### src/rtl/pipe_pkg.sv
// Shared types for the pipeline hazard controller: FSM encoding, stage-control bundle
// and the hard-wired zero register index that never creates a dependency.
package pipe_pkg;

  typedef enum logic [1:0] {
    RUN   = 2'd0,
    DWAIT = 2'd1,
    FWAIT = 2'd2
  } hz_state_t;

  typedef struct packed {
    logic stall_F;
    logic stall_D;
    logic flush_D;
    logic stall_E;
    logic flush_E;
    logic stall_M;
    logic flush_W;
  } stage_ctrl_t;

  localparam int REG_ZERO = 0;

endpackage

### src/rtl/pipe_hazard_ctrl_if.sv
// Datapath <-> hazard controller bundle: D/E/M hazard inputs, memory handshakes,
// per-stage stall/flush controls, watchdog flag and perf counters.
interface pipe_hazard_ctrl_if #(
  parameter int REG_AW = 5,
  parameter int CNT_W  = 32
);
  logic [REG_AW-1:0] rs1_D;
  logic [REG_AW-1:0] rs2_D;
  logic              rs1_used_D;
  logic              rs2_used_D;
  logic [REG_AW-1:0] rd_E;
  logic              mem_read_E;
  logic              redirect_E;
  logic              imem_ready;
  logic              dmem_req_M;
  logic              dmem_ready;

  logic              stall_F;
  logic              stall_D;
  logic              flush_D;
  logic              stall_E;
  logic              flush_E;
  logic              stall_M;
  logic              flush_W;
  logic              mem_timeout;
  logic [CNT_W-1:0]  stall_cnt;
  logic [CNT_W-1:0]  flush_cnt;

  modport master (
    output rs1_D, rs2_D, rs1_used_D, rs2_used_D, rd_E, mem_read_E,
           redirect_E, imem_ready, dmem_req_M, dmem_ready,
    input  stall_F, stall_D, flush_D, stall_E, flush_E, stall_M, flush_W,
           mem_timeout, stall_cnt, flush_cnt
  );

  modport slave (
    input  rs1_D, rs2_D, rs1_used_D, rs2_used_D, rd_E, mem_read_E,
           redirect_E, imem_ready, dmem_req_M, dmem_ready,
    output stall_F, stall_D, flush_D, stall_E, flush_E, stall_M, flush_W,
           mem_timeout, stall_cnt, flush_cnt
  );

endinterface

### src/rtl/hz_perf_cnt.sv
// Event counter with enable and synchronous clear; one-cycle update latency.
// SAT=1 holds at MAX (watchdog use), SAT=0 wraps modulo 2^W (perf counter use).
module hz_perf_cnt #(
  parameter int W   = 32,
  parameter bit SAT = 1'b0,
  parameter int MAX = 0
) (
  input  logic         clk,
  input  logic         rst_n,
  input  logic         en_i,
  input  logic         clr_i,
  output logic [W-1:0] cnt_o
);

  logic [W-1:0] cnt_q, cnt_d;

  always_comb begin
    cnt_d = cnt_q;
    if (clr_i) begin
      cnt_d = '0;
    end else if (en_i && !(SAT && (cnt_q == W'(MAX)))) begin
      cnt_d = cnt_q + W'(1);
    end
  end

  always_ff @(posedge clk) begin
    if (!rst_n) begin
      cnt_q <= '0;
    end else begin
      cnt_q <= cnt_d;
    end
  end

  assign cnt_o = cnt_q;

endmodule

### src/rtl/pipe_hazard_ctrl.sv
// Central hazard controller: combinational per-stage stall/flush (zero latency), a
// RUN/DWAIT/FWAIT tracker, a sticky dmem-wait watchdog and stall/flush perf counters.
module pipe_hazard_ctrl
  import pipe_pkg::*;
#(
  parameter int REG_AW  = 5,
  parameter int WAIT_TO = 16,
  parameter int CNT_W   = 32
) (
  input  logic              clk,
  input  logic              rst_n,
  pipe_hazard_ctrl_if.slave hz
);

  localparam int WD_W = $clog2(WAIT_TO + 1);

  hz_state_t         state_q, state_d;
  stage_ctrl_t       ctrl;
  logic              lu;
  logic              dw;
  logic              fetch_miss;
  logic              timeout_q, timeout_d;
  logic              wd_hit;
  logic [WD_W-1:0]   wd_cnt;

  assign dw = hz.dmem_req_M & ~hz.dmem_ready;
  assign lu = hz.mem_read_E & (hz.rd_E != REG_AW'(REG_ZERO)) &
              ((hz.rs1_used_D & (hz.rs1_D == hz.rd_E)) |
               (hz.rs2_used_D & (hz.rs2_D == hz.rd_E)));
  assign fetch_miss = hz.redirect_E & ~hz.imem_ready;

  // FWAIT outranks load-use: D only holds a bubble while the redirect target is fetched.
  always_comb begin
    ctrl = '0;
    if (rst_n) begin
      if (dw) begin
        ctrl.stall_F = 1'b1;
        ctrl.stall_D = 1'b1;
        ctrl.stall_E = 1'b1;
        ctrl.stall_M = 1'b1;
        ctrl.flush_W = 1'b1;
      end else if (hz.redirect_E) begin
        ctrl.flush_D = 1'b1;
        ctrl.flush_E = 1'b1;
      end else if ((state_q == FWAIT) && !hz.imem_ready) begin
        ctrl.stall_F = 1'b1;
        ctrl.flush_D = 1'b1;
      end else if (lu) begin
        ctrl.stall_F = 1'b1;
        ctrl.stall_D = 1'b1;
        ctrl.flush_E = 1'b1;
      end else if (!hz.imem_ready) begin
        ctrl.stall_F = 1'b1;
        ctrl.flush_D = 1'b1;
      end
    end
  end

  always_comb begin
    state_d = state_q;
    case (state_q)
      RUN:     if (fetch_miss) state_d = FWAIT;
      DWAIT:   if (hz.dmem_ready) state_d = fetch_miss ? FWAIT : RUN;
      FWAIT:   if (hz.imem_ready) state_d = RUN;
      default: state_d = RUN;
    endcase
    if (dw) begin
      state_d = DWAIT;
    end
  end

  // Flag rises on the edge that takes the wait count to WAIT_TO.
  assign wd_hit    = dw & (wd_cnt >= WD_W'(WAIT_TO - 1));
  assign timeout_d = timeout_q | wd_hit;

  always_ff @(posedge clk) begin
    if (!rst_n) begin
      state_q   <= RUN;
      timeout_q <= 1'b0;
    end else begin
      state_q   <= state_d;
      timeout_q <= timeout_d;
    end
  end

  hz_perf_cnt #(.W(WD_W), .SAT(1'b1), .MAX(WAIT_TO)) u_wd_cnt (
    .clk   (clk),
    .rst_n (rst_n),
    .en_i  (dw),
    .clr_i (~dw),
    .cnt_o (wd_cnt)
  );

  hz_perf_cnt #(.W(CNT_W), .SAT(1'b0), .MAX(0)) u_stall_cnt (
    .clk   (clk),
    .rst_n (rst_n),
    .en_i  (ctrl.stall_F),
    .clr_i (1'b0),
    .cnt_o (hz.stall_cnt)
  );

  hz_perf_cnt #(.W(CNT_W), .SAT(1'b0), .MAX(0)) u_flush_cnt (
    .clk   (clk),
    .rst_n (rst_n),
    .en_i  (ctrl.flush_D | ctrl.flush_E),
    .clr_i (1'b0),
    .cnt_o (hz.flush_cnt)
  );

  assign hz.stall_F     = ctrl.stall_F;
  assign hz.stall_D     = ctrl.stall_D;
  assign hz.flush_D     = ctrl.flush_D;
  assign hz.stall_E     = ctrl.stall_E;
  assign hz.flush_E     = ctrl.flush_E;
  assign hz.stall_M     = ctrl.stall_M;
  assign hz.flush_W     = ctrl.flush_W;
  assign hz.mem_timeout = timeout_q;

endmodule

### src/flat_wrapper.sv
// flat-port wrapper written by rule: the top's interface ports become plain ports
module pipe_hazard_ctrl_flat import pipe_pkg::*;
#(
  parameter int REG_AW  = 5,
  parameter int WAIT_TO = 16,
  parameter int CNT_W   = 32
)
  (clk, rst_n, hz_rs1_D, hz_rs2_D, hz_rs1_used_D, hz_rs2_used_D, hz_rd_E, hz_mem_read_E, hz_redirect_E, hz_imem_ready, hz_dmem_req_M, hz_dmem_ready, hz_stall_F, hz_stall_D, hz_flush_D, hz_stall_E, hz_flush_E, hz_stall_M, hz_flush_W, hz_mem_timeout, hz_stall_cnt, hz_flush_cnt);
  pipe_hazard_ctrl_if #(.REG_AW(REG_AW), .CNT_W(CNT_W)) hz_i ();
  input  logic clk;
  input  logic rst_n;
  input wire logic [$bits(hz_i.rs1_D)-1:0] hz_rs1_D;
  input wire logic [$bits(hz_i.rs2_D)-1:0] hz_rs2_D;
  input wire logic [$bits(hz_i.rs1_used_D)-1:0] hz_rs1_used_D;
  input wire logic [$bits(hz_i.rs2_used_D)-1:0] hz_rs2_used_D;
  input wire logic [$bits(hz_i.rd_E)-1:0] hz_rd_E;
  input wire logic [$bits(hz_i.mem_read_E)-1:0] hz_mem_read_E;
  input wire logic [$bits(hz_i.redirect_E)-1:0] hz_redirect_E;
  input wire logic [$bits(hz_i.imem_ready)-1:0] hz_imem_ready;
  input wire logic [$bits(hz_i.dmem_req_M)-1:0] hz_dmem_req_M;
  input wire logic [$bits(hz_i.dmem_ready)-1:0] hz_dmem_ready;
  output wire logic [$bits(hz_i.stall_F)-1:0] hz_stall_F;
  output wire logic [$bits(hz_i.stall_D)-1:0] hz_stall_D;
  output wire logic [$bits(hz_i.flush_D)-1:0] hz_flush_D;
  output wire logic [$bits(hz_i.stall_E)-1:0] hz_stall_E;
  output wire logic [$bits(hz_i.flush_E)-1:0] hz_flush_E;
  output wire logic [$bits(hz_i.stall_M)-1:0] hz_stall_M;
  output wire logic [$bits(hz_i.flush_W)-1:0] hz_flush_W;
  output wire logic [$bits(hz_i.mem_timeout)-1:0] hz_mem_timeout;
  output wire logic [$bits(hz_i.stall_cnt)-1:0] hz_stall_cnt;
  output wire logic [$bits(hz_i.flush_cnt)-1:0] hz_flush_cnt;
  assign hz_i.rs1_D = hz_rs1_D;
  assign hz_i.rs2_D = hz_rs2_D;
  assign hz_i.rs1_used_D = hz_rs1_used_D;
  assign hz_i.rs2_used_D = hz_rs2_used_D;
  assign hz_i.rd_E = hz_rd_E;
  assign hz_i.mem_read_E = hz_mem_read_E;
  assign hz_i.redirect_E = hz_redirect_E;
  assign hz_i.imem_ready = hz_imem_ready;
  assign hz_i.dmem_req_M = hz_dmem_req_M;
  assign hz_i.dmem_ready = hz_dmem_ready;
  assign hz_stall_F = hz_i.stall_F;
  assign hz_stall_D = hz_i.stall_D;
  assign hz_flush_D = hz_i.flush_D;
  assign hz_stall_E = hz_i.stall_E;
  assign hz_flush_E = hz_i.flush_E;
  assign hz_stall_M = hz_i.stall_M;
  assign hz_flush_W = hz_i.flush_W;
  assign hz_mem_timeout = hz_i.mem_timeout;
  assign hz_stall_cnt = hz_i.stall_cnt;
  assign hz_flush_cnt = hz_i.flush_cnt;
  pipe_hazard_ctrl #(.REG_AW(REG_AW), .WAIT_TO(WAIT_TO), .CNT_W(CNT_W)) u_core (.clk(clk), .rst_n(rst_n), .hz(hz_i));
endmodule
### config.mk
export PLATFORM = sky130hd
export DESIGN_NAME = pipe_hazard_ctrl_flat
export DESIGN_NICKNAME = d
export VERILOG_FILES = /design/src/rtl/pipe_pkg.sv /design/src/rtl/pipe_hazard_ctrl_if.sv /design/src/rtl/hz_perf_cnt.sv /design/src/rtl/pipe_hazard_ctrl.sv /design/src/flat_wrapper.sv
export SDC_FILE = /design/constraint.sdc
export NUM_CORES = 1
export LEC_CHECK = 0
export ABC_CLOCK_PERIOD_IN_PS = 2720
export BUFFER_PORTS_ARGS = -buffer_cell sky130_fd_sc_hd__buf_2
export CAP_MARGIN = 10
export CORE_MARGIN = 5
export CORE_UTILIZATION = 58
export CTS_BUF_LIST = sky130_fd_sc_hd__clkbuf_16
export CTS_CLUSTER_SIZE = 12
export DETAILED_ROUTE_END_ITERATION = 10
export PLACE_DENSITY = 0.86
export SLEW_MARGIN = 5
export SYNTH_ARGS = -nofsm -noshare
export SYNTH_HDL_FRONTEND = slang
export SYNTH_SLANG_ARGS = --single-unit
### constraint.sdc
create_clock -name clk -period 2.72 [get_ports clk]
set_input_delay 0.136 -clock clk [delete_from_list [all_inputs] [get_ports clk]]
set_output_delay 0.136 -clock clk [all_outputs]
set_load 0.05 [all_outputs]
==> results of run 1 <==
cells by family after synthesis:
| kind of cell | after synthesis | synth area share |
|---|---|---|
| xor+xnor | 16 | 0.0358 |
| fa+ha+maj | 5 | 0.0160 |
| compound gates | 124 | 0.211 |
| mux | 5 | 0.0131 |
| flops | 72 | 0.368 |
| simple gates | 195 | 0.294 |
| buf+inv | 41 | 0.0617 |
metal layers:
layer | up-vias | part of all wire | wire [µm] | global-route usage
met1 | 1906 | 0.41 | 4220 | 0.302
met5 | - | 0 | 0 | 0
met4 | 0 | 0.018 | 184 | 0.0953
met2 | 186 | 0.49 | 5050 | 0.404
met3 | 19 | 0.078 | 805 | 0.0632
li1 | 1937 | - | - | -
where the power goes:
part / total (mW) / switching (mW) / internal (mW)
clock network: 1.14 / 0.444 / 0.699
registers: 1.08 / 0.0138 / 1.07
logic: 0.221 / 0.155 / 0.0658
total: 2.44 / 0.613 / 1.83
final cells by class:
cell class / instances / area, µm² / area share
clock buffers: 9 / 225 / 0.0483
clock inverters: 6 / 61.3 / 0.0131
inverters: 12 / 45.0 / 0.00965
multi-input cells: 345 / 2230 / 0.478
flip-flops and latches: 72 / 1440 / 0.309
well taps: 80 / 100 / 0.0214
repair buffers: 105 / 563 / 0.121
worst max-delay path, cell delays in order, from the launching register on:
cell and delay [ps]:
sky130_fd_sc_hd__dfxtp_1 460, sky130_fd_sc_hd__nand4_1 300, sky130_fd_sc_hd__nor3_2 360, sky130_fd_sc_hd__and3_1 300
sky130_fd_sc_hd__nand4_1 130, sky130_fd_sc_hd__or4_1 420, sky130_fd_sc_hd__a21oi_1 170
per-stage QoR:
step                 util  setup WS [ps]  total power [mW]
global placement    0.656            660              1.32
detailed placement  0.656            532              1.32
global route        0.699            300              2.53
floorplan               -            400              1.27
finish              0.699            506              2.44
CTS                 0.699            514              2.46
path summary, 6_finish.rpt:
kind	from	endpoint
worst min register to register	u_core.u_stall_cnt.cnt_o[31]	u_core.u_stall_cnt.cnt_o[31]
worst max-delay path	u_core.u_flush_cnt.cnt_o[7]	u_core.u_flush_cnt.cnt_o[27]
worst min-delay path	hz_dmem_ready	u_core.state_q[0]
worst max register to register	u_core.u_flush_cnt.cnt_o[7]	u_core.u_flush_cnt.cnt_o[27]
synth_stat cells (2+ instances only):
cell type,count,area [µm²]
sky130_fd_sc_hd__a21oi_1,51,255
sky130_fd_sc_hd__and2_1,4,25.0
sky130_fd_sc_hd__and3_1,8,50.1
sky130_fd_sc_hd__and4_1,7,61.3
sky130_fd_sc_hd__buf_2,5,25.0
sky130_fd_sc_hd__buf_4,2,15.0
sky130_fd_sc_hd__buf_6,9,101
sky130_fd_sc_hd__clkbuf_1,12,45.0
sky130_fd_sc_hd__dfxtp_1,72,1440
sky130_fd_sc_hd__ha_1,5,62.6
sky130_fd_sc_hd__inv_1,11,41.3
sky130_fd_sc_hd__mux2i_1,4,40.0
sky130_fd_sc_hd__nand2_1,39,146
sky130_fd_sc_hd__nand3_1,23,115
sky130_fd_sc_hd__nand4_1,21,131
sky130_fd_sc_hd__nor2_1,22,82.6
sky130_fd_sc_hd__nor2b_1,2,12.5
sky130_fd_sc_hd__nor4_1,5,31.3
sky130_fd_sc_hd__nor4_2,2,25.0
sky130_fd_sc_hd__nor4b_1,2,17.5
sky130_fd_sc_hd__o211ai_1,10,75.1
sky130_fd_sc_hd__o21a_1,3,22.5
sky130_fd_sc_hd__o21ai_0,10,50.1
sky130_fd_sc_hd__o31ai_1,40,300
sky130_fd_sc_hd__or3_1,11,68.8
sky130_fd_sc_hd__or4_1,40,300
sky130_fd_sc_hd__xnor2_1,13,114
sky130_fd_sc_hd__xor2_1,3,26.3
sequential cells by signal (all words and copies together), names as in the netlist:
signal / flops
u_core.u_stall_cnt.cnt_o: 32
u_core.u_wd_cnt.cnt_o: 5
u_core.state_q: 2
u_core.u_flush_cnt.cnt_o: 32
u_core.hz.mem_timeout: 1
==> flow_metrics.py, run 1 <==
metrics = {
    "timing": {
        "fin_setup_tns_ps": 0,
        "worst_pin_slew_ps": 667,
        "layout_worst_path_cycle_share": 0.814,
        "fin_worst_skew_ps": 5.07,
        "slew_headroom": 0.554,
        "timing_max_transition_violations_final": 0,
        "worst_hold_slack_ps": 3.96,
        "finalWorstPathRequiredPeriod_ps": 2210,
        "final-hold-violation-count": 0,
        "clock.fmax_ghz": 0.452,
        "rsz0062_at_grt": "no",
        "timing.final.setup_violations": 0,
    },
    "worst_hold_path": {
        "hold-path-cell-count": 2,
        "hold_path_class": "in2reg",
    },
    "routing": {
        "avgViaCountPerCell": 6.44,
        "route.detailed.wl_per_inst_um": 16.3,
        "routed_wl_um": 10300,
        "detailedRoute.firstIterationViolations": 191,
        "detailed_routing_iteration_count_for_the_pre_antenna_repair_pass": 4,
        "routed-via-count": 4048,
        "remaining_drc_errors": 0,
        "ant_nets": 0,
    },
    "cells_and_area": {
        "layout.cells.most_common_list": "sky130_fd_sc_hd__buf_2, sky130_fd_sc_hd__dfxtp_1, sky130_fd_sc_hd__a21oi_1",
        "num_antenna_cells": 0,
        "final_common_cell": "sky130_fd_sc_hd__buf_2",
        "num-nets-final": 574,
        "finish.cell_count_without_fillers": 629,
        "layout.filler_cells": 535,
        "areaGrowthSynthToFinish_pct": 19.2,
        "post-route-cell-area_um2": 4670,
        "post_route_cells_drive_above_1_share": 0.244,
    },
    "global_routing": {
        "gr-usage-all-layers": 0.244,
        "gr-total-overflow": 0,
        "grt_pass1_wl_um": 17300,
        "first_global_vias": 3748,
        "grt_start_max_net_pins": 51,
        "grt_antenna_before_repair": 0,
    },
    "yosys": {
        "synth_top_flop_cell": "sky130_fd_sc_hd__dfxtp_1",
        "syn-instance-count": 458,
        "synth-edff-count": 0,
        "synthArstFlopShare": 0,
        "yosysSeqAreaShare": 0.368,
        "ys.warnings.count": 0,
        "synth.distinct_cells": 50,
        "synth-seq-cells": 72,
        "synth_area_per_cell_um2": 8.55,
        "synthesis.area_um2": 3910,
        "synthesis.nets": 487,
    },
    "setup_path": {
        "data_required_time_at_the_worst_endpoint_ps": 2980,
        "critical_path.max_fanout": 7,
        "worst_r2r_path_depth": 6,
        "regToRegSetupSlack_ps": 510,
        "timing_worst_setup_path_type": "reg2reg",
        "setup.worst_path.end_class": "flop",
        "timing.critical_path.from_type": "flop",
        "critical_path_arrival_ps": 2470,
    },
    "clock_tree": {
        "cts_max_level": 3,
        "cts_sink_cnt": 72,
        "post-cts-setup-buffers": 0,
        "holdBufCountCts": 0,
        "clk_transition_reported_paths_ps": 60,
        "tritoncts": "built",
        "ctsResizeCount": 0,
        "cts.root.buffer_cell": "sky130_fd_sc_hd__clkbuf_16",
        "cts.path.max_buffers": 2,
        "tritoncts.num_buffers": 9,
        "worst_skew_pair.late_latency_ps": 330,
    },
    "die": {
        "std_cell_rows": 30,
        "core_area_um2": 6680,
        "floorplan.die_area_um2": 8490,
        "die_w_um": 92.1,
        "boundaryPins": 96,
        "floorplan.initialDensity": 0.586,
        "chipHeight_um": 92.1,
    },
    "pwr": {
        "power.static_leakage_nw": 1.76,
        "power_density_nw_per_um2": 524,
        "vdd_ir_drop_max_mv": 0.417,
    },
    "place": {
        "detailed_place_hpwl_um": 7200,
        "place_inst": 614,
        "global_placer_s_final_weighted_congestion": 0.825,
        "place.port_buffers": 95,
        "dpl_cell_area_um2": 4380,
    },
    "run_status": {
        "status": "completed",
    },
    "job": {
        "maxCapViolCount": 0,
    },
}
No activity file was read; power rests on OpenSTA's default activity.
==> run 2: changes to the inputs <==
ABC_AREA = 1   (was not set)
ABC_CLOCK_PERIOD_IN_PS = 1900   (was 2720)
CORE_UTILIZATION = 50   (was 58)
PLACE_DENSITY = 0.77   (was 0.86)
clock period = 1.9 ns   (was 2.72 ns; I/O delays follow)
==> flow_metrics.py, run 2 <==
metrics = {
    "die": {
        "floorplan.die_area_um2": 11200,
        "die_w_um": 106,
        "std_cell_rows": 35,
        "boundaryPins": 96,
        "chipHeight_um": 106,
        "floorplan.initialDensity": 0.505,
        "core_area_um2": 9060,
    },
    "cells_and_area": {
        "layout.filler_cells": 861,
        "areaGrowthSynthToFinish_pct": 21.9,
        "layout.cells.most_common_list": "sky130_fd_sc_hd__nand2_1, sky130_fd_sc_hd__buf_2, sky130_fd_sc_hd__nor2_1",
        "final_common_cell": "sky130_fd_sc_hd__nand2_1",
        "finish.cell_count_without_fillers": 922,
        "num-nets-final": 835,
        "post_route_cells_drive_above_1_share": 0.189,
        "num_antenna_cells": 0,
    },
    "pwr": {
        "power.share.clock": 0.519,
        "intPower_mw": 3.04,
        "seq_power_share": 0.388,
        "share_comb_of_total_power": 0.093,
        "swShare": 0.236,
        "vdd_ir_drop_max_mv": 0.502,
        "power_switching_uw": 936,
        "power_density_nw_per_um2": 712,
        "power.static_leakage_nw": 2.39,
    },
    "clock_tree": {
        "post-cts-setup-buffers": 0,
        "worst_skew_pair.late_latency_ps": 330,
        "cts_sink_cnt": 72,
        "cts_max_level": 3,
        "cts.path.max_buffers": 2,
        "cts.root.buffer_cell": "sky130_fd_sc_hd__clkbuf_16",
        "tritoncts": "built",
        "tritoncts.num_buffers": 9,
        "clk_transition_reported_paths_ps": 60,
    },
    "place": {
        "worst_setup_slack_post_dpl_ps": 146,
        "global_placer_s_final_weighted_congestion": 0.937,
        "place_inst": 905,
        "place.port_buffers": 95,
        "detailed_place_hpwl_um": 9700,
    },
    "worst_hold_path": {
        "holdPathEnd": "u_core.state_q[0]",
        "hold-path-cell-count": 4,
        "critical_hold_path_startpoint": "hz_dmem_ready",
        "hold_path_class": "in2reg",
    },
    "setup_path": {
        "timing.critical_path.from_type": "flop",
        "cp_top_family": "simple AND/OR/NAND/NOR gates",
        "timing.critical_path.slowest_stage_cell": "sky130_fd_sc_hd__dfxtp_1",
        "library_cell_appearing_most_often_on_the_critical_path": "sky130_fd_sc_hd__inv_1",
        "rr_endpoint": "u_core.u_flush_cnt.cnt_o[31]",
        "worst_r2r_path_depth": 8,
        "crit_chain": "inv_1 -> nor2_1 -> nand2_2 -> nand3_1 -> nand2_1 -> nand2_4 -> buf_12 -> inv_1 -> buf_2",
        "critical_path.max_fanout": 16,
        "cp-startpoint": "u_core.state_q[1]",
        "setup.worst_path.end_class": "output pin",
        "total_buffers_and_inverters_traversed_by_the_critical_path": 4,
        "data_required_time_at_the_worst_endpoint_ps": 1800,
        "reg2reg_from": "u_core.u_flush_cnt.cnt_o[3]",
        "critical_path_arrival_ps": 1680,
        "cp_slowest_stage_delay_ps": 330,
        "regToRegSetupSlack_ps": 150,
        "timing_worst_setup_path_type": "reg2out",
    },
    "routing": {
        "detailedRoute.firstIterationViolations": 413,
        "routed_wl_um": 13300,
        "remaining_drc_errors": 0,
        "route.detailed.wl_per_inst_um": 14.4,
        "ant_nets": 0,
        "routed-via-count": 5005,
        "avgViaCountPerCell": 5.43,
        "detailed_routing_iteration_count_for_the_pre_antenna_repair_pass": 5,
    },
    "yosys": {
        "synthesis.area_um2": 4580,
        "synth_area_per_cell_um2": 6.44,
        "synth_area_leaders": "sky130_fd_sc_hd__dfxtp_1, sky130_fd_sc_hd__nand2_1, sky130_fd_sc_hd__nand3_1",
        "netlist_top_cells_count": "sky130_fd_sc_hd__nand2_1, sky130_fd_sc_hd__nor2_1, sky130_fd_sc_hd__dfxtp_1, sky130_fd_sc_hd__nand3_1",
        "most_frequently_used_cell_type_in_the_post_synthesis_netlist": "sky130_fd_sc_hd__nand2_1",
        "synth-edff-count": 0,
        "synthesis.nets": 741,
        "synth_top_flop_cell": "sky130_fd_sc_hd__dfxtp_1",
        "synth.distinct_cells": 31,
        "yosysSeqAreaShare": 0.315,
        "synth-seq-cells": 72,
        "synth_largest_area_cell": "sky130_fd_sc_hd__dfxtp_1",
        "syn-instance-count": 712,
        "ys.warnings.count": 0,
        "synthArstFlopShare": 0,
        "top_cell_type_s_share_of_synthesized_area": 0.315,
    },
    "global_routing": {
        "gr-usage-all-layers": 0.236,
        "grt_start_max_net_pins": 51,
        "grt_antenna_before_repair": 0,
        "first_global_vias": 4697,
        "gr-total-overflow": 0,
        "grt_pass1_wl_um": 22100,
    },
    "timing": {
        "worst_pin_slew_ps": 559,
        "rsz0062_at_grt": "no",
        "clock.fmax_ghz": 0.563,
        "layout_worst_path_cycle_share": 0.935,
        "timing.final.setup_violations": 0,
        "timing_max_transition_violations_final": 0,
        "fin_setup_tns_ps": 0,
        "final-hold-violation-count": 0,
        "setup_ws_ps": 123,
        "finalWorstPathRequiredPeriod_ps": 1780,
        "slew_headroom": 0.627,
        "fin_worst_skew_ps": 7.97,
    },
    "job": {
        "maxCapViolCount": 0,
    },
    "run_status": {
        "status": "completed",
    },
}
[run 2: stage by stage]
step / util / hold slack (ps) / power, mW / cell area (µm²)
3_5_place_dp: 0.570 / 409 / 1.93 / 5170
3_3_place_gp: 0.570 / 392 / 1.92 / 5170
4_1_cts: 0.610 / 67.4 / 3.98 / 5530
2_1_floorplan: - / 260 / 1.84 / 4590
6_report: 0.616 / 76.7 / 3.97 / 5580
5_1_grt: 0.616 / 84.2 / 4.11 / 5580
[run 2: how the worst max path moves through the flow]
stage	endpoint	slack, ps	cells after the start
3_5_place_dp	u_core.u_stall_cnt.cnt_o[20]	150	8
6_report	hz_flush_E	120	9
5_1_grt	u_core.u_flush_cnt.cnt_o[28]	4	8
3_3_place_gp	u_core.u_stall_cnt.cnt_o[28]	210	9
2_1_floorplan	hz_stall_D	30	5
4_1_cts	hz_flush_D	30	8
[run 2: cell families after synthesis]
kind of cell | share of synthesized area
adder cells (fa/ha/maj) | 0.0137
buffers and inverters | 0.0907
AND/OR/NAND/NOR | 0.399
XOR/XNOR | 0.0956
flip-flops | 0.315
AO/OA/AOI/OAI | 0.0866
[run 2: final cells by class]
cell class,count,area [µm²],area share
Multi-Input combinational cell,548,2750,0.492
Inverter,66,248,0.0444
Clock inverter,7,135,0.0242
Timing Repair Buffer,109,642,0.115
Sequential cell,72,1450,0.259
Tap cell,111,139,0.0249
Clock buffer,9,225,0.0403
[run 2: worst register-to-register path: cells and delay by family (launching register included)]
kind | cells | cell delay, ps
and+or+nand+nor | 6 | 890
DFF | 1 | 500
xor gates and xnor gates | 1 | 150
AOI/OAI and AO/OA | 1 | 120
[run 2: layer usage]
metal | track usage | routed length, µm | part of all wire | vias up
met1 | 0.321 | 5930 | 0.45 | 2294
li1 | - | - | - | 2487
met5 | 0 | 0 | 0 | -
met3 | 0.0459 | 989 | 0.075 | 25
met4 | 0.0833 | 212 | 0.016 | 0
met2 | 0.374 | 6140 | 0.46 | 199
[run 2: power by group through the flow]
| stage | Combinational [mW] | Sequential (mW) | Clock (mW) |
|---|---|---|---|
| after floorplan | 0.230 | 1.61 | 0 |
| after global placement | 0.347 | 1.57 | 0 |
| after detailed placement | 0.355 | 1.58 | 0 |
| after CTS | 0.355 | 1.54 | 2.08 |
| after global routing | 0.404 | 1.54 | 2.16 |
| final | 0.369 | 1.54 | 2.06 |
[run 2: timing repair]
item / CTS / global route
endpoints found under the setup margin: 0 / 5
resized for setup: 0 / 7
hold buffers: 0 / 0
